===== src/rtl/dpram_sched_pkg.sv =====
// Shared definitions for the dual-port RAM read scheduler.
package dpram_sched_pkg;

    typedef enum logic {
        IDLE  = 1'b0,
        ISSUE = 1'b1
    } state_t;

    // Tag travelling alongside each read beat: {valid, id, last}.
    localparam int TAG_W     = 3;
    localparam int TAG_VALID = 2;
    localparam int TAG_ID    = 1;
    localparam int TAG_LAST  = 0;

endpackage


===== src/rtl/dpram_tag_pipe.sv =====
// Fixed-latency shift register that carries beat tags alongside the RAM read data.
module dpram_tag_pipe
    import dpram_sched_pkg::*;
#(
    parameter int N_DELAY = 1
) (
    input  logic             clk,
    input  logic             rst,
    input  logic [TAG_W-1:0] tag_in,
    output logic [TAG_W-1:0] tag_out,
    output logic             any_valid
);

    logic [TAG_W-1:0] pipe [N_DELAY];

    // Shift one tag per cycle; reset drops every beat in flight.
    always_ff @(posedge clk or posedge rst) begin
        if (rst) begin
            for (int i = 0; i < N_DELAY; i++) begin
                pipe[i] <= '0;
            end
        end else begin
            pipe[0] <= tag_in;
            for (int i = 1; i < N_DELAY; i++) begin
                pipe[i] <= pipe[i-1];
            end
        end
    end

    // Any valid beat still travelling keeps the scheduler busy.
    always_comb begin
        any_valid = 1'b0;
        for (int i = 0; i < N_DELAY; i++) begin
            any_valid = any_valid | pipe[i][TAG_VALID];
        end
    end

    assign tag_out = pipe[N_DELAY-1];

endmodule


===== src/rtl/dpram_rd_sched.sv =====
// Round-robin burst read scheduler for one dual-port RAM read port.
// Two clients post bursts; the winner's addresses are issued one per cycle
// and the returning words are tagged with client id and last-beat flag.
module dpram_rd_sched
    import dpram_sched_pkg::*;
#(
    parameter int DW      = 64,
    parameter int AW      = 8,
    parameter int DEPTH   = 256,
    parameter int N_DELAY = 1,
    parameter int LW      = 8
) (
    input  logic          clk,
    input  logic          rst,
    input  logic          req0,
    input  logic [AW-1:0] base0,
    input  logic [LW-1:0] len0,
    input  logic          req1,
    input  logic [AW-1:0] base1,
    input  logic [LW-1:0] len1,
    output logic          ack0,
    output logic          ack1,
    output logic          done0,
    output logic          done1,
    output logic          enb,
    output logic [AW-1:0] addrb,
    input  logic [DW-1:0] dob,
    output logic          rvalid,
    output logic          rid,
    output logic          rlast,
    output logic [DW-1:0] rdata,
    output logic          busy
);

    localparam logic [AW-1:0] ADDR_LAST = AW'(DEPTH - 1);

    state_t        state;
    state_t        state_nxt;
    logic [LW-1:0] cnt;
    logic [AW-1:0] addr;
    logic          cur_id;
    logic          rr;
    logic          ack0_q;
    logic          ack1_q;
    logic          grant;
    logic          winner;
    logic          last_beat;
    logic [TAG_W-1:0] tag_in;
    logic [TAG_W-1:0] tag_out;
    logic          pipe_busy;

    assign last_beat = (cnt == '0);

    // State register.
    always_ff @(posedge clk or posedge rst) begin
        if (rst) begin
            state <= IDLE;
        end else begin
            state <= state_nxt;
        end
    end

    // Arbitration in IDLE, burst termination in ISSUE.
    always_comb begin
        state_nxt = state;
        grant     = 1'b0;
        winner    = 1'b0;
        case (state)
            IDLE: begin
                if (req0 | req1) begin
                    grant     = 1'b1;
                    winner    = (req0 & req1) ? rr : req1;
                    state_nxt = ISSUE;
                end
            end
            ISSUE: begin
                if (last_beat) begin
                    state_nxt = IDLE;
                end
            end
            default: state_nxt = IDLE;
        endcase
    end

    // Burst bookkeeping: load on grant, then walk address and count down.
    always_ff @(posedge clk or posedge rst) begin
        if (rst) begin
            cnt    <= '0;
            addr   <= '0;
            cur_id <= 1'b0;
            rr     <= 1'b0;
            ack0_q <= 1'b0;
            ack1_q <= 1'b0;
        end else begin
            ack0_q <= grant & ~winner;
            ack1_q <= grant & winner;
            if (grant) begin
                addr   <= winner ? base1 : base0;
                cnt    <= winner ? len1 : len0;
                cur_id <= winner;
                rr     <= ~winner;
            end else if (state == ISSUE) begin
                // Wrap at the RAM depth, which may be smaller than 2**AW.
                addr <= (addr == ADDR_LAST) ? '0 : addr + 1'b1;
                if (!last_beat) begin
                    cnt <= cnt - 1'b1;
                end
            end
        end
    end

    assign enb   = (state == ISSUE);
    assign addrb = addr;
    assign ack0  = ack0_q;
    assign ack1  = ack1_q;

    // Id and last are gated by enb so idle slots carry an all-zero tag.
    assign tag_in = {enb, enb & cur_id, enb & last_beat};

    dpram_tag_pipe #(
        .N_DELAY (N_DELAY)
    ) u_tag_pipe (
        .clk       (clk),
        .rst       (rst),
        .tag_in    (tag_in),
        .tag_out   (tag_out),
        .any_valid (pipe_busy)
    );

    assign rvalid = tag_out[TAG_VALID];
    assign rid    = tag_out[TAG_ID];
    assign rlast  = tag_out[TAG_LAST];
    assign rdata  = dob;
    assign done0  = rvalid & rlast & ~rid;
    assign done1  = rvalid & rlast & rid;
    assign busy   = enb | pipe_busy;

endmodule


===== config.mk =====
export PLATFORM = sky130hd
export DESIGN_NAME = dpram_rd_sched
export DESIGN_NICKNAME = d
export VERILOG_FILES = /design/src/rtl/dpram_sched_pkg.sv /design/src/rtl/dpram_tag_pipe.sv /design/src/rtl/dpram_rd_sched.sv
export SDC_FILE = /design/constraint.sdc
export NUM_CORES = 1
export LEC_CHECK = 0
export BUFFER_PORTS_ARGS = -buffer_cell sky130_fd_sc_hd__buf_2
export CAP_MARGIN = 10
export CORE_UTILIZATION = 38
export DETAILED_ROUTE_END_ITERATION = 8
export PLACE_DENSITY = 0.93
export SLEW_MARGIN = 20
export SYNTH_ARGS = -nofsm -noshare
export SYNTH_HDL_FRONTEND = slang
export SYNTH_SLANG_ARGS = --single-unit

===== constraint.sdc =====
create_clock -name clk -period 2.3 [get_ports clk]
set_clock_uncertainty 0.05 [all_clocks]
set_input_delay 0.23 -clock clk [delete_from_list [all_inputs] [get_ports clk]]
set_output_delay 0.23 -clock clk [all_outputs]
set_load 0.05 [all_outputs]

==> report_table.html, run 1 <==
<table>
<tr><th>Metric</th><th>Value</th></tr>
<tr><th colspan="2">Critical path</th></tr>
<tr><td>CP Depth</td><td>6</td></tr>
<tr><td>Largest fanout on the critical path</td><td>8</td></tr>
<tr><td>Cell family with most CP delay</td><td>compound AO/OA/AOI/OAI gates</td></tr>
<tr><td>R2R Path End</td><td>cnt[3]</td></tr>
<tr><td>Critical path launch point type</td><td>register</td></tr>
<tr><td>Critical path capture point type</td><td>register</td></tr>
<tr><td>Arrival time reported for the critical path endpoint</td><td>roughly 2.0 ns</td></tr>
<tr><td>Setup slack, reg-to-reg</td><td>between 0.3 and 0.4 ns</td></tr>
<tr><td>Number of buffers and inverters on the critical path</td><td>1</td></tr>
<tr><td>Critical path's largest stage delay</td><td>0.44 ns</td></tr>
<tr><td>Origin of the worst setup path</td><td>cnt[0]</td></tr>
<tr><td>Cells traversed along the worst timing path</td><td>inv_1 -&gt; ha_1 -&gt; nor4bb_2 -&gt; a21oi_1 -&gt; o21ai_0 -&gt; a32o_1</td></tr>
<tr><td>Setup crit end</td><td>cnt[3]</td></tr>
<tr><td>Beginning of the worst register-to-register path</td><td>cnt[0]</td></tr>
<tr><td>Worst-case reg-to-reg path depth</td><td>6</td></tr>
<tr><td>Path type of the worst setup path</td><td>reg -&gt; reg</td></tr>
<tr><td>Slowest cell on crit path</td><td>sky130_fd_sc_hd__a21oi_1</td></tr>
<tr><td>WP data required</td><td>~2.4 ns</td></tr>
<tr><th colspan="2">Power and ir drop</th></tr>
<tr><td>Clock power frac</td><td>roughly an eighth</td></tr>
<tr><td>Max VDD drop</td><td>about 0.42 mV</td></tr>
<tr><td>Total net switching power</td><td>approximately 1.1 mW</td></tr>
<tr><td>Post-layout power</td><td>2.32 mW</td></tr>
<tr><td>Int Pwr</td><td>~1.2 mW</td></tr>
<tr><td>Sequential power share</td><td>approximately 37%</td></tr>
<tr><td>Comb power frac</td><td>roughly 50%</td></tr>
<tr><td>Cell area power density</td><td>1210 nW/µm²</td></tr>
<tr><td>Fraction of power spent switching nets</td><td>47.7%</td></tr>
<tr><td>Leak</td><td>between 0.8 and 0.9 nW</td></tr>
<tr><th colspan="2">Global routing</th></tr>
<tr><td>Total congestion overflow after global routing</td><td>0</td></tr>
<tr><td>GRT Util Overall</td><td>roughly 18%</td></tr>
<tr><td>Pin count of the biggest net entering global routing</td><td>25</td></tr>
<tr><td>Initial antenna violation count</td><td>0</td></tr>
<tr><td>Number of global-route vias before repair</td><td>roughly 1500</td></tr>
<tr><td>First-pass GRT wire length</td><td>7.28 mm</td></tr>
<tr><th colspan="2">Clocking</th></tr>
<tr><td>Deepest clock path buffer count</td><td>2</td></tr>
<tr><td>CTS clk-pin slew, worst paths</td><td>about 0.09 ns</td></tr>
<tr><td>Clock tree root buffer cell</td><td>sky130_fd_sc_hd__clkbuf_8</td></tr>
<tr><td>Level count of the clock H-tree</td><td>1</td></tr>
<tr><td>Post-CTS sizing</td><td>0</td></tr>
<tr><td>Number of CTS-inserted buffers</td><td>3</td></tr>
<tr><td>Number of clock sinks</td><td>24</td></tr>
<tr><td>Clock tree from TritonCTS</td><td>built</td></tr>
<tr><td>Insertion delay of the later-clocked pin in the worst-skew pair</td><td>0.28 ns</td></tr>
<tr><th colspan="2">STA</th></tr>
<tr><td>Final period demand of the worst path</td><td>roughly 1.9 ns</td></tr>
<tr><td>Final hold vios</td><td>0</td></tr>
<tr><td>Worst slew slack as a fraction of its limit</td><td>66.9%</td></tr>
<tr><td>RSZ-0062 raised after global routing</td><td>no</td></tr>
<tr><td>Final setup TNS</td><td>0 ns</td></tr>
<tr><td>Final count of pins violating max slew</td><td>0</td></tr>
<tr><td>Hold slack final</td><td>between 0.15 and 0.2 ns</td></tr>
<tr><td>Achievable frequency</td><td>approximately 0.52 GHz</td></tr>
<tr><td>Setup violation total in the final timing report</td><td>0</td></tr>
<tr><td>Slew at the pin closest to its max-slew limit</td><td>0.496 ns</td></tr>
<tr><td>Final clock period utilization by the worst path</td><td>between 80 and 90%</td></tr>
<tr><th colspan="2">Final layout</th></tr>
<tr><td>Antenna cells</td><td>0</td></tr>
<tr><td>Proportion of layout cells with a drive suffix above 1</td><td>34.4%</td></tr>
<tr><td>Most frequent standard cell in the layout excluding fill and tap cells</td><td>sky130_fd_sc_hd__buf_2</td></tr>
<tr><td>Nets</td><td>between 300 and 400</td></tr>
<tr><td>Area growth from synthesis to final layout</td><td>-4.36%</td></tr>
<tr><td>Fraction of the core area covered by cells at the end of the flow</td><td>37.6%</td></tr>
<tr><td>Commonest cells after routing, fill and taps aside</td><td>sky130_fd_sc_hd__buf_2 (52), sky130_fd_sc_hd__dfrtp_1 (24), sky130_fd_sc_hd__nor2_1 (13), sky130_fd_sc_hd__nand2_1 (10)</td></tr>
<tr><td>Fill cell total of the finished layout</td><td>525</td></tr>
<tr><th colspan="2">Floorplanning</th></tr>
<tr><td>Placement row count</td><td>26</td></tr>
<tr><td>Vertical die dimension</td><td>between 70 and 80 µm</td></tr>
<tr><td>Horizontal die dimension</td><td>74.7 µm</td></tr>
<tr><td>Area of the core region</td><td>between 5000 and 6000 µm²</td></tr>
<tr><td>Starting density of the core</td><td>roughly 39%</td></tr>
<tr><td>Total Die Area</td><td>5580 µm²</td></tr>
<tr><td>Top-level I/O count</td><td>between 150 and 200</td></tr>
<tr><th colspan="2">Yosys</th></tr>
<tr><td>Post-synthesis adder-cell area fraction</td><td>1.87%</td></tr>
<tr><td>Synth warn</td><td>0</td></tr>
<tr><td>Fraction of the yosys area taken by sequential cells</td><td>~30%</td></tr>
<tr><td>Primary FF master, synth</td><td>sky130_fd_sc_hd__dfrtp_1</td></tr>
<tr><td>Asr flop ratio synth</td><td>100%</td></tr>
<tr><td>Number of flops mapped to enable cells by yosys</td><td>0</td></tr>
<tr><td>Post-synthesis share of cell area spent on xor and xnor gates</td><td>0.436%</td></tr>
<tr><td>Netlist area before placement</td><td>between 2000 and 2500 µm²</td></tr>
<tr><td>Combinational family with the most area after synthesis</td><td>buffers and inverters</td></tr>
<tr><td>Multiplexer area fraction after synthesis</td><td>1.25%</td></tr>
<tr><td>Distinct cell type count after synthesis</td><td>56</td></tr>
<tr><td>Avg Synthesized Cell Area</td><td>8.88 µm²</td></tr>
<tr><td>Fraction of the mapped netlist area in compound gates</td><td>approximately a fifth</td></tr>
<tr><td>Flip-flop and latch count after synthesis</td><td>24</td></tr>
<tr><td>Post-Synthesis Net Count</td><td>~330</td></tr>
<tr><td>Simple-gate share of the synthesized area</td><td>18.4%</td></tr>
<tr><td>Cells after synthesis</td><td>about 230</td></tr>
<tr><th colspan="2">Place</th></tr>
<tr><td>Count of input and output buffers</td><td>52</td></tr>
<tr><td>Routability congestion estimate</td><td>a little under 0.9</td></tr>
<tr><td>Post-DP HPWL</td><td>between 3 and 4 mm</td></tr>
<tr><th colspan="2">Drt</th></tr>
<tr><td>Post-detailed-route count of antenna-violating nets</td><td>0</td></tr>
<tr><td>Wire length per cell after detailed routing</td><td>about 16 µm</td></tr>
<tr><td>Detailed-router iteration count before antenna repair</td><td>4</td></tr>
<tr><td>DRC violations left</td><td>0</td></tr>
<tr><td>Via count</td><td>1605</td></tr>
<tr><td>Wire length reported by the detailed router</td><td>4.68 mm</td></tr>
<tr><td>Iteration-0 DRC count of the detailed router</td><td>roughly 100</td></tr>
<tr><td>Avg Vias per Cell</td><td>~5.6</td></tr>
<tr><th colspan="2">Outcome</th></tr>
<tr><td>Run status</td><td>completed</td></tr>
<tr><th colspan="2">Worst hold path</th></tr>
<tr><td>Class of the tightest hold or removal check</td><td>in -&gt; reg</td></tr>
<tr><th colspan="2">Job</th></tr>
<tr><td>Total of max-cap violations</td><td>0</td></tr>
</table>
[power by group through the flow]
stage | Clock (mW) | Combinational, mW | Sequential (mW)
final | 0.296 | 1.16 | 0.861
after global routing | 0.317 | 1.29 | 0.897
after CTS | 0.302 | 1.17 | 0.854
after detailed placement | 0 | 1.16 | 0.859
after global placement | 0 | 1.12 | 0.847
after floorplan | 0 | 0.937 | 1.09
[sequential cells by signal, indices dropped and copies added, names as in the netlist]
signal,flops
rr,1
ack1,1
cnt,8
enb,1
cur_id,1
addrb,8
ack0,1
u_tag_pipe.tag_out,3
[worst min-delay path by stage]
stage                     cells past startpoint  slack [ns]  endpoint     start
after floorplan                               1        0.19      ack0       rst
after global placement                        3        0.24  addrb[4]       rst
after detailed placement                      3        0.24  addrb[4]       rst
after CTS                                     3        0.18  addrb[4]  base1[4]
after global routing                          3        0.20  addrb[4]  base1[4]
final                                         3        0.18  addrb[4]  base1[4]
[cell usage after synthesis, types with 3 or more instances]
cell type                  instances  area, µm²
sky130_fd_sc_hd__buf_2             4       20.0
sky130_fd_sc_hd__o21ai_0           7       35.0
sky130_fd_sc_hd__a31oi_1           3       18.8
sky130_fd_sc_hd__and3_1            3       18.8
sky130_fd_sc_hd__buf_4            65        488
sky130_fd_sc_hd__or2_2             3       18.8
sky130_fd_sc_hd__nand2b_1          3       18.8
sky130_fd_sc_hd__nand3_1           4       20.0
sky130_fd_sc_hd__o32ai_1           3       26.3
sky130_fd_sc_hd__ha_1              3       37.5
sky130_fd_sc_hd__nand2_1          10       37.5
sky130_fd_sc_hd__nor2_1           13       48.8
sky130_fd_sc_hd__a221o_1           3       30.0
sky130_fd_sc_hd__a21oi_1           4       20.0
sky130_fd_sc_hd__dfrtp_1          24        601
sky130_fd_sc_hd__nor3_1            7       35.0
sky130_fd_sc_hd__inv_1             5       18.8
sky130_fd_sc_hd__o22ai_1           4       25.0
sky130_fd_sc_hd__and2_1            5       31.3
sky130_fd_sc_hd__nor2b_1           4       25.0
[logic make-up (layout without fill, tap and decap cells)]
group                      count (synthesis)  in the layout
DFF                                       24             24
AOI/OAI and AO/OA                         54             54
buffers and inverters                     78             67
adders and majority gates                  3              3
xor gates and xnor gates                   1              1
and+or+nand+nor                           64             64
muxes                                      2              2
[stage by stage]
stage,cell area (µm²),std cells,setup WS (ns)
4_1_cts,1920,285,0.366
3_5_place_dp,1850,280,0.380
5_1_grt,1920,285,0.202
3_3_place_gp,1850,280,0.500
6_report,1920,285,0.388
2_1_floorplan,2010,226,0.328
[metal layers]
metal	part of all wire [%]	GRT usage, %	up-vias
li1	-	-	724
met1	40	22.3	761
met2	46	27.2	89
met3	8.7	2.54	31
met4	5.0	14.3	0
met5	0	0	-
[what timing repair did]
action,CTS,global route
setup buffers,0,0
setup endpoints to repair,0,0
hold buffers,1,0
hold endpoints to repair,24,0
[tightest hold or removal path, delay by kind of cell]
family	cells	cell delay, ns
simple gates	1	0.09
buf+inv	1	0.08
compound gates	1	0.06
[cell type report]
type,count,area (µm²),area share [%]
clock buffer,4,55.1,2.87
inverter,5,18.8,0.978
multi-input combinational,124,850,44.3
sequential,24,601,31.3
tap,70,87.6,4.56
timing repair buffer,58,308,16.0
(Power assumes the default switching activity.)
==> inputs of run 2 (changes only) <==
--- a/config.mk
+++ b/config.mk
@@ -7,9 +7,9 @@
 export LEC_CHECK = 0
 export BUFFER_PORTS_ARGS = -buffer_cell sky130_fd_sc_hd__buf_2
 export CAP_MARGIN = 10
-export CORE_UTILIZATION = 38
+export CORE_UTILIZATION = 34
 export DETAILED_ROUTE_END_ITERATION = 8
-export PLACE_DENSITY = 0.93
+export PLACE_DENSITY = 0.89
 export SLEW_MARGIN = 20
 export SYNTH_ARGS = -nofsm -noshare
 export SYNTH_HDL_FRONTEND = slang
==> constraint.sdc (replaced) <==
create_clock -name clk -period 1.57 [get_ports clk]
set_clock_uncertainty 0.05 [all_clocks]
set_input_delay 0.157 -clock clk [delete_from_list [all_inputs] [get_ports clk]]
set_output_delay 0.157 -clock clk [all_outputs]
set_load 0.05 [all_outputs]
==> report_table.html, run 2 (synthesized netlist as in run 1, its figures left out) <==
<table>
<tr><th>Metric</th><th>Value</th></tr>
<tr><th colspan="2">Critical path</th></tr>
<tr><td>Critical path's largest stage delay</td><td>0.43 ns (was 0.44 ns)</td></tr>
<tr><td>Arrival time reported for the critical path endpoint</td><td>1.72 ns (was 2.03 ns)</td></tr>
<tr><td>Critical path capture point type</td><td>register (unchanged)</td></tr>
<tr><td>WP data required</td><td>1.69 ns (was 2.42 ns)</td></tr>
<tr><td>Number of buffers and inverters on the critical path</td><td>1 (unchanged)</td></tr>
<tr><td>Largest fanout on the critical path</td><td>6 (was 8)</td></tr>
<tr><td>Cells traversed along the worst timing path</td><td>nand2b_2 -&gt; nand2_4 -&gt; clkinvlp_4 -&gt; a221o_1 -&gt; a22o_1 (was inv_1 -&gt; ha_1 -&gt; nor4bb_2 -&gt; a21oi_1 -&gt; o21ai_0 -&gt; a32o_1)</td></tr>
<tr><td>Slowest cell on crit path</td><td>sky130_fd_sc_hd__dfrtp_1 (was sky130_fd_sc_hd__a21oi_1)</td></tr>
<tr><td>Cell family with most CP delay</td><td>compound AO/OA/AOI/OAI gates (unchanged)</td></tr>
<tr><td>Critical path launch point type</td><td>register (unchanged)</td></tr>
<tr><td>Path type of the worst setup path</td><td>reg -&gt; reg (unchanged)</td></tr>
<tr><th colspan="2">Power and ir drop</th></tr>
<tr><td>Max VDD drop</td><td>0.849 mV (was 0.417 mV)</td></tr>
<tr><td>Leak</td><td>1.05 nW (was 0.877 nW)</td></tr>
<tr><td>Post-layout power</td><td>4.12 mW (was 2.32 mW)</td></tr>
<tr><td>Cell area power density</td><td>1800 nW/µm² (was 1210 nW/µm²)</td></tr>
<tr><th colspan="2">Place</th></tr>
<tr><td>Worst setup timing slack at the placement stage</td><td>-0.131 ns (was 0.380 ns)</td></tr>
<tr><td>Cell area after placement</td><td>2090 µm² (was 1850 µm²)</td></tr>
<tr><td>Post-DP HPWL</td><td>4.05 mm (was 3.58 mm)</td></tr>
<tr><td>Routability congestion estimate</td><td>0.920 (was 0.880)</td></tr>
<tr><td>Count of input and output buffers</td><td>52 (unchanged)</td></tr>
<tr><td>Inst Count DP</td><td>307 (was 280)</td></tr>
<tr><th colspan="2">STA</th></tr>
<tr><td>Achievable frequency</td><td>0.627 GHz (was 0.523 GHz)</td></tr>
<tr><td>Setup violation total in the final timing report</td><td>1 (was 0)</td></tr>
<tr><td>Final count of pins violating max slew</td><td>0 (unchanged)</td></tr>
<tr><td>Worst slew slack as a fraction of its limit</td><td>73.8% (was 66.9%)</td></tr>
<tr><td>Final hold vios</td><td>0 (unchanged)</td></tr>
<tr><td>Slew at the pin closest to its max-slew limit</td><td>0.392 ns (was 0.496 ns)</td></tr>
<tr><td>Final period demand of the worst path</td><td>1.60 ns (was 1.91 ns)</td></tr>
<tr><td>RSZ-0062 raised after global routing</td><td>yes (was no)</td></tr>
<tr><td>Worst setup slack after layout</td><td>-0.0261 ns (was 0.388 ns)</td></tr>
<tr><td>Hold slack final</td><td>0.101 ns (was 0.180 ns)</td></tr>
<tr><td>Final clock period utilization by the worst path</td><td>102% (was 83.1%)</td></tr>
<tr><td>Final setup TNS</td><td>-0.0261 ns (was 0 ns)</td></tr>
<tr><th colspan="2">Outcome</th></tr>
<tr><td>Violated checks</td><td>negative setup slack</td></tr>
<tr><td>Run status</td><td>finished, violations left (was completed)</td></tr>
<tr><th colspan="2">Global routing</th></tr>
<tr><td>Total congestion overflow after global routing</td><td>0 (unchanged)</td></tr>
<tr><td>Number of global-route vias before repair</td><td>1680 (was 1509)</td></tr>
<tr><td>First-pass GRT wire length</td><td>8.26 mm (was 7.28 mm)</td></tr>
<tr><td>Pin count of the biggest net entering global routing</td><td>25 (unchanged)</td></tr>
<tr><td>Initial antenna violation count</td><td>0 (unchanged)</td></tr>
<tr><td>GRT Util Overall</td><td>16.9% (was 17.7%)</td></tr>
<tr><th colspan="2">Drt</th></tr>
<tr><td>Detailed-router iteration count before antenna repair</td><td>4 (unchanged)</td></tr>
<tr><td>Wire length per cell after detailed routing</td><td>16.8 µm (was 16.4 µm)</td></tr>
<tr><td>Post-detailed-route count of antenna-violating nets</td><td>0 (unchanged)</td></tr>
<tr><td>Avg Vias per Cell</td><td>5.38 (was 5.63)</td></tr>
<tr><td>Wire length reported by the detailed router</td><td>5.35 mm (was 4.68 mm)</td></tr>
<tr><td>Via count</td><td>1712 (was 1605)</td></tr>
<tr><td>DRC violations left</td><td>0 (unchanged)</td></tr>
<tr><td>Iteration-0 DRC count of the detailed router</td><td>232 (was 104)</td></tr>
<tr><th colspan="2">Clocking</th></tr>
<tr><td>Deepest clock path buffer count</td><td>2 (unchanged)</td></tr>
<tr><td>CTS clk-pin slew, worst paths</td><td>0.10 ns (was 0.09 ns)</td></tr>
<tr><td>Clock tree root buffer cell</td><td>sky130_fd_sc_hd__clkbuf_8 (unchanged)</td></tr>
<tr><td>Insertion delay of the later-clocked pin in the worst-skew pair</td><td>0.27 ns (was 0.28 ns)</td></tr>
<tr><td>Number of clock sinks</td><td>24 (unchanged)</td></tr>
<tr><td>Clock tree from TritonCTS</td><td>built (unchanged)</td></tr>
<tr><td>Number of CTS-inserted buffers</td><td>3 (unchanged)</td></tr>
<tr><td>Level count of the clock H-tree</td><td>1 (unchanged)</td></tr>
<tr><th colspan="2">Worst hold path</th></tr>
<tr><td>Class of the tightest hold or removal check</td><td>in -&gt; reg (unchanged)</td></tr>
<tr><th colspan="2">Floorplanning</th></tr>
<tr><td>Top-level I/O count</td><td>181 (unchanged)</td></tr>
<tr><td>Placement row count</td><td>27 (was 26)</td></tr>
<tr><td>Area of the core region</td><td>5610 µm² (was 5110 µm²)</td></tr>
<tr><td>Horizontal die dimension</td><td>78.8 µm (was 74.7 µm)</td></tr>
<tr><td>Starting density of the core</td><td>35.8% (was 39.3%)</td></tr>
<tr><td>Vertical die dimension</td><td>78.8 µm (was 74.7 µm)</td></tr>
<tr><td>Total Die Area</td><td>6210 µm² (was 5580 µm²)</td></tr>
<tr><th colspan="2">Final layout</th></tr>
<tr><td>Fraction of the core area covered by cells at the end of the flow</td><td>40.9% (was 37.6%)</td></tr>
<tr><td>Commonest cells after routing, fill and taps aside</td><td>sky130_fd_sc_hd__buf_2 (51), sky130_fd_sc_hd__buf_4 (35), sky130_fd_sc_hd__dfrtp_1 (18), sky130_fd_sc_hd__nor2_1 (12), sky130_fd_sc_hd__nand2_1 (10) (was sky130_fd_sc_hd__buf_2 (52), sky130_fd_sc_hd__dfrtp_1 (24), sky130_fd_sc_hd__nor2_1 (13), sky130_fd_sc_hd__nand2_1 (10))</td></tr>
<tr><td>Non-filler cells, final</td><td>318 (was 285)</td></tr>
<tr><td>Area growth from synthesis to final layout</td><td>14.3% (was -4.36%)</td></tr>
<tr><td>Proportion of layout cells with a drive suffix above 1</td><td>50.4% (was 34.4%)</td></tr>
<tr><td>Fill cell total of the finished layout</td><td>561 (was 525)</td></tr>
<tr><td>Antenna cells</td><td>0 (unchanged)</td></tr>
<tr><td>Post-Layout Inst Area</td><td>2290 µm² (was 1920 µm²)</td></tr>
<tr><td>Flip-flop and latch area</td><td>608 µm² (was 601 µm²)</td></tr>
<tr><td>Nets</td><td>350 (was 319)</td></tr>
<tr><td>Most frequent standard cell in the layout excluding fill and tap cells</td><td>sky130_fd_sc_hd__buf_2 (unchanged)</td></tr>
<tr><td>Area occupied by multi-input gates</td><td>951 µm² (was 850 µm²)</td></tr>
<tr><th colspan="2">Job</th></tr>
<tr><td>Total of max-cap violations</td><td>0 (unchanged)</td></tr>
</table>
run 2: changes by cell type in the layout (fill, tap and decap cells not counted), sizes merged:
cell / change
inv: -1
clkinvlp: +1
clkbuf: -1
buf: +31
bufinv: +1
run 2: power breakdown:
group / internal (mW) / leakage (nW) / total [mW] / switching (mW)
Combinational: 1.05 / 0.736 / 2.33 / 1.28
Clock: 0.341 / 0.0357 / 0.562 / 0.221
Sequential: 0.895 / 0.282 / 1.23 / 0.338
Total: 2.28 / 1.05 / 4.12 / 1.84
run 2: layout make-up:
type	instances	area share, %
multi-input cells	124	41.5
well taps	72	3.93
clock buffers	3	1.80
inverters	5	0.982
flip-flops and latches	24	26.5
repair buffers	89	24.0
clock inverters	1	1.31
run 2: metal layers:
layer  GRT usage [%]  vias to the layer above  share of wire (%)
li1                -                      780                  -
met1            21.3                      821                 41
met2            28.5                       83                 48
met3            2.64                       28                8.0
met4            7.09                        0                2.7
met5               0                        -                  0
run 2: worst paths after layout:
path / start / end / slack [ns] / cells past startpoint
worst max-delay path: rr / cnt[4] / -0.03 / 5
worst min-delay path: base1[2] / addrb[2] / 0.10 / 3
worst max register to register: rr / cnt[4] / -0.03 / 5
worst min register to register: cur_id / cur_id / 0.46 / 2
max in group asynchronous: rst / addrb[3] / 0.79 / 4
min in group asynchronous: rst / cnt[2] / 0.42 / 4
run 2: what timing repair did:
| item | CTS | global route |
|---|---|---|
| resized for setup | 5 | 12 |
| endpoints found under the setup margin | 11 | 14 |
| hold buffers | 1 | 0 |
| hold endpoints to repair | 24 | 0 |
| setup buffers | 3 | 3 |
| gates cloned | 0 | 0 |
| pin swaps | 5 | 3 |
run 2: worst register-to-register path, delay by kind of cell (launching register included):
family          cells  cell delay (ns)
simple gates        2             0.35
buf+inv             1             0.17
flops               1             0.43
compound gates      2             0.50
==> inputs of run 3 (changes only) <==
--- a/config.mk
+++ b/config.mk
@@ -13,4 +13,5 @@
 export SLEW_MARGIN = 20
 export SYNTH_ARGS = -nofsm -noshare
 export SYNTH_HDL_FRONTEND = slang
+export SYNTH_HIERARCHICAL = 1
 export SYNTH_SLANG_ARGS = --single-unit
==> report_table.html, run 3 <==
<table>
<tr><th>Metric</th><th>Value</th></tr>
<tr><th colspan="2">Outcome</th></tr>
<tr><td>Run status</td><td>finished, violations left (unchanged)</td></tr>
<tr><td>Violated checks</td><td>negative setup slack (unchanged)</td></tr>
<tr><th colspan="2">Floorplanning</th></tr>
<tr><td>Top-level I/O count</td><td>181 (unchanged)</td></tr>
<tr><td>Vertical die dimension</td><td>78.3 µm (was 78.8 µm)</td></tr>
<tr><td>Total Die Area</td><td>6130 µm² (was 6210 µm²)</td></tr>
<tr><td>Area of the core region</td><td>5570 µm² (was 5610 µm²)</td></tr>
<tr><td>Horizontal die dimension</td><td>78.3 µm (was 78.8 µm)</td></tr>
<tr><td>Starting density of the core</td><td>35.5% (was 35.8%)</td></tr>
<tr><td>Placement row count</td><td>27 (unchanged)</td></tr>
<tr><th colspan="2">Drt</th></tr>
<tr><td>DRC violations left</td><td>0 (unchanged)</td></tr>
<tr><td>Wire length reported by the detailed router</td><td>5.99 mm (was 5.35 mm)</td></tr>
<tr><td>Wire length per cell after detailed routing</td><td>17.7 µm (was 16.8 µm)</td></tr>
<tr><td>Highest metal used</td><td>met4 (unchanged)</td></tr>
<tr><td>Routed wire length on met2</td><td>2.85 mm (was 2.57 mm)</td></tr>
<tr><td>Detailed-router iteration count before antenna repair</td><td>4 (unchanged)</td></tr>
<tr><td>Routed metal-1 wirelength</td><td>2.31 mm (was 2.21 mm)</td></tr>
<tr><td>Length of routed met3 wiring</td><td>607 µm (was 428 µm)</td></tr>
<tr><td>Via count</td><td>1892 (was 1712)</td></tr>
<tr><td>Avg Vias per Cell</td><td>5.60 (was 5.38)</td></tr>
<tr><td>Iteration-0 DRC count of the detailed router</td><td>188 (was 232)</td></tr>
<tr><td>Post-detailed-route count of antenna-violating nets</td><td>0 (unchanged)</td></tr>
<tr><th colspan="2">Place</th></tr>
<tr><td>Count of input and output buffers</td><td>52 (unchanged)</td></tr>
<tr><td>Routability congestion estimate</td><td>0.975 (was 0.920)</td></tr>
<tr><td>Worst setup timing slack at the placement stage</td><td>-0.142 ns (was -0.131 ns)</td></tr>
<tr><td>Inst Count DP</td><td>320 (was 307)</td></tr>
<tr><td>Post-DP HPWL</td><td>4.06 mm (was 4.05 mm)</td></tr>
<tr><th colspan="2">Power and ir drop</th></tr>
<tr><td>Leak</td><td>1.18 nW (was 1.05 nW)</td></tr>
<tr><td>Cell area power density</td><td>1740 nW/µm² (was 1800 nW/µm²)</td></tr>
<tr><td>Max VDD drop</td><td>0.582 mV (was 0.849 mV)</td></tr>
<tr><th colspan="2">Clocking</th></tr>
<tr><td>Level count of the clock H-tree</td><td>1 (unchanged)</td></tr>
<tr><td>Clock tree root buffer cell</td><td>sky130_fd_sc_hd__clkbuf_8 (unchanged)</td></tr>
<tr><td>Clock tree from TritonCTS</td><td>built (unchanged)</td></tr>
<tr><td>Number of clock sinks</td><td>24 (unchanged)</td></tr>
<tr><td>Insertion delay of the later-clocked pin in the worst-skew pair</td><td>0.28 ns (was 0.27 ns)</td></tr>
<tr><td>Deepest clock path buffer count</td><td>2 (unchanged)</td></tr>
<tr><td>Number of CTS-inserted buffers</td><td>3 (unchanged)</td></tr>
<tr><td>CTS clk-pin slew, worst paths</td><td>0.09 ns (was 0.10 ns)</td></tr>
<tr><th colspan="2">Critical path</th></tr>
<tr><td>Critical path capture point type</td><td>register (unchanged)</td></tr>
<tr><td>Critical path launch point type</td><td>register (unchanged)</td></tr>
<tr><td>WP data required</td><td>1.72 ns (was 1.69 ns)</td></tr>
<tr><td>Worst-case reg-to-reg path depth</td><td>5 (unchanged)</td></tr>
<tr><td>Path type of the worst setup path</td><td>reg -&gt; reg (unchanged)</td></tr>
<tr><td>Largest fanout on the critical path</td><td>2 (was 6)</td></tr>
<tr><td>Arrival time reported for the critical path endpoint</td><td>1.87 ns (was 1.72 ns)</td></tr>
<tr><th colspan="2">Yosys</th></tr>
<tr><td>Number of flops mapped to enable cells by yosys</td><td>0 (unchanged)</td></tr>
<tr><td>Distinct cell type count after synthesis</td><td>55 (was 56)</td></tr>
<tr><td>Synth top cells by count</td><td>sky130_fd_sc_hd__buf_4 (65), sky130_fd_sc_hd__dfrtp_1 (24), sky130_fd_sc_hd__nor2_1 (16), sky130_fd_sc_hd__o21ai_0 (13), sky130_fd_sc_hd__a21oi_1 (12) (was sky130_fd_sc_hd__buf_4 (65), sky130_fd_sc_hd__dfrtp_1 (24), sky130_fd_sc_hd__nor2_1 (13), sky130_fd_sc_hd__nand2_1 (10))</td></tr>
<tr><td>Synth warn</td><td>6 (was 0)</td></tr>
<tr><td>Fraction of the yosys area taken by sequential cells</td><td>30.3% (was 29.9%)</td></tr>
<tr><td>Asr flop ratio synth</td><td>100% (unchanged)</td></tr>
<tr><td>Cells taking the most area after synthesis</td><td>sky130_fd_sc_hd__dfrtp_1 (30%), sky130_fd_sc_hd__buf_4 (25%), sky130_fd_sc_hd__o21ai_0 (3.3%) (was sky130_fd_sc_hd__dfrtp_1 (30%), sky130_fd_sc_hd__buf_4 (24%), sky130_fd_sc_hd__nor2_1 (2.4%))</td></tr>
<tr><td>Library cell with the largest summed area after synthesis</td><td>sky130_fd_sc_hd__dfrtp_1 (unchanged)</td></tr>
<tr><td>Cells after synthesis</td><td>227 (was 226)</td></tr>
<tr><td>Yosys top cell area share</td><td>30.3% (was 29.9%)</td></tr>
<tr><td>Avg Synthesized Cell Area</td><td>8.73 µm² (was 8.88 µm²)</td></tr>
<tr><td>Flip-flop and latch count after synthesis</td><td>24 (unchanged)</td></tr>
<tr><td>Post-Synthesis Net Count</td><td>330 (was 329)</td></tr>
<tr><td>Primary FF master, synth</td><td>sky130_fd_sc_hd__dfrtp_1 (unchanged)</td></tr>
<tr><td>Netlist area before placement</td><td>1980 µm² (was 2010 µm²)</td></tr>
<tr><td>Library cell with the highest instance count after synthesis</td><td>sky130_fd_sc_hd__buf_4 (unchanged)</td></tr>
<tr><th colspan="2">STA</th></tr>
<tr><td>Final hold vios</td><td>0 (unchanged)</td></tr>
<tr><td>Worst setup slack after layout</td><td>-0.155 ns (was -0.0261 ns)</td></tr>
<tr><td>RSZ-0062 raised after global routing</td><td>yes (unchanged)</td></tr>
<tr><td>Final period demand of the worst path</td><td>1.72 ns (was 1.60 ns)</td></tr>
<tr><td>Setup violation total in the final timing report</td><td>10 (was 1)</td></tr>
<tr><td>Achievable frequency</td><td>0.580 GHz (was 0.627 GHz)</td></tr>
<tr><td>Final clock period utilization by the worst path</td><td>110% (was 102%)</td></tr>
<tr><td>Final setup TNS</td><td>-0.785 ns (was -0.0261 ns)</td></tr>
<tr><td>Final count of pins violating max slew</td><td>0 (unchanged)</td></tr>
<tr><td>Slew at the pin closest to its max-slew limit</td><td>0.332 ns (was 0.392 ns)</td></tr>
<tr><td>Worst slew slack as a fraction of its limit</td><td>77.7% (was 73.8%)</td></tr>
<tr><th colspan="2">Final layout</th></tr>
<tr><td>Commonest cells after routing, fill and taps aside</td><td>sky130_fd_sc_hd__buf_2 (51), sky130_fd_sc_hd__buf_4 (48), sky130_fd_sc_hd__dfrtp_1 (20), sky130_fd_sc_hd__nor2_1 (14), sky130_fd_sc_hd__a21oi_1 (10) (was sky130_fd_sc_hd__buf_2 (51), sky130_fd_sc_hd__buf_4 (35), sky130_fd_sc_hd__dfrtp_1 (18), sky130_fd_sc_hd__nor2_1 (12), sky130_fd_sc_hd__nand2_1 (10))</td></tr>
<tr><td>Proportion of layout cells with a drive suffix above 1</td><td>56.0% (was 50.4%)</td></tr>
<tr><td>Non-filler cells, final</td><td>338 (was 318)</td></tr>
<tr><td>Antenna cells</td><td>0 (unchanged)</td></tr>
<tr><td>Flip-flop and latch area</td><td>606 µm² (was 608 µm²)</td></tr>
<tr><td>Area growth from synthesis to final layout</td><td>23.4% (was 14.3%)</td></tr>
<tr><td>Fill cell total of the finished layout</td><td>514 (was 561)</td></tr>
<tr><td>Nets</td><td>370 (was 350)</td></tr>
<tr><td>Most frequent standard cell in the layout excluding fill and tap cells</td><td>sky130_fd_sc_hd__buf_2 (unchanged)</td></tr>
<tr><td>Area occupied by multi-input gates</td><td>933 µm² (was 951 µm²)</td></tr>
<tr><th colspan="2">Global routing</th></tr>
<tr><td>Initial antenna violation count</td><td>0 (unchanged)</td></tr>
<tr><td>Total congestion overflow after global routing</td><td>0 (unchanged)</td></tr>
<tr><td>Number of global-route vias before repair</td><td>1885 (was 1680)</td></tr>
<tr><td>First-pass GRT wire length</td><td>9.05 mm (was 8.26 mm)</td></tr>
<tr><td>Pin count of the biggest net entering global routing</td><td>22 (was 25)</td></tr>
<tr><td>GRT Util Overall</td><td>19.1% (was 16.9%)</td></tr>
<tr><th colspan="2">Worst hold path</th></tr>
<tr><td>Class of the tightest hold or removal check</td><td>in -&gt; reg (unchanged)</td></tr>
<tr><td>Worst Hold Depth</td><td>3 (unchanged)</td></tr>
<tr><th colspan="2">Job</th></tr>
<tr><td>Total of max-cap violations</td><td>0 (unchanged)</td></tr>
</table>
[run 3: cell count changes after synthesis, sizes merged, moves of 3 or more]
cell   before  now
nor2b       5    0
buf        71   68
and2        5    2
inv         5    9
o21ai       8   14
a21oi       4   12
a31oi       3    6
nand3       4    1
[run 3: worst max-delay path, stage by stage, from the launching register on]
cell and delay [ns]:
sky130_fd_sc_hd__dfrtp_2 0.44, sky130_fd_sc_hd__ha_4 0.17, sky130_fd_sc_hd__and4_4 0.15, sky130_fd_sc_hd__a41o_1 0.24, sky130_fd_sc_hd__or4b_1 0.48, sky130_fd_sc_hd__o211ai_1 0.11
[run 3: cell type report]
class | instances | area share (%)
Clock buffer | 3 | 1.69
Clock inverter | 1 | 1.23
Sequential cell | 24 | 24.8
Multi-Input combinational cell | 122 | 38.2
Inverter | 9 | 1.48
Tap cell | 72 | 3.68
Timing Repair Buffer | 107 | 29.0
[run 3: repair_timing]
item | 4_1_cts | 5_1_grt
hold endpoints to repair | 24 | 0
setup buffers | 9 | 5
gates resized for setup | 14 | 17
hold buffers | 1 | 0
pin swaps | 2 | 6
setup endpoints to repair | 14 | 15
[run 3: logic make-up after synthesis]
family	after synthesis	share of synthesized area, %
multiplexers	2	1.07
AND/OR/NAND/NOR	51	13.5
AO/OA/AOI/OAI	64	24.1
adder cells (fa/ha/maj)	3	1.90
flip-flops	24	30.3
XOR/XNOR	2	0.885
buffers and inverters	81	28.2
[run 3: worst paths after layout]
kind | end | slack (ns) | start
hold reg to reg | cur_id | 0.43 | cur_id
setup reg to reg | addrb[2] | -0.15 | addrb[1]
max in group asynchronous | addrb[4] | 0.79 | rst
setup / recovery | addrb[2] | -0.15 | addrb[1]
min in group asynchronous | u_tag_pipe/tag_out[1] | 0.23 | rst
hold / removal | cnt[1] | 0.08 | len0[1]
[run 3: where the power goes]
group / internal (mW) / total, mW / leakage [nW] / switching (mW)
clock network: 0.342 / 0.570 / 0.0357 / 0.228
registers: 0.890 / 1.16 / 0.280 / 0.270
logic: 1.12 / 2.51 / 0.865 / 1.39
[run 3: layer usage]
layer  global-route usage (%)  up-vias
met5                        0        -
met4                     12.8        0
met3                     5.23       33
met2                     31.2      138
met1                     21.7      897
li1                         -      824
[run 3: stage by stage]
| step | util, % | hold WS (ns) | power (mW) | cell area [µm²] |
|---|---|---|---|---|
| after floorplan | - | -0.139 | 2.91 | 2020 |
| after global placement | 38.6 | -0.0179 | 3.20 | 2150 |
| after detailed placement | 38.6 | -0.0125 | 3.28 | 2150 |
| after CTS | 42.0 | 0.0818 | 3.98 | 2340 |
| after global routing | 43.9 | 0.107 | 4.46 | 2440 |
| final | 43.9 | 0.0810 | 4.24 | 2440 |
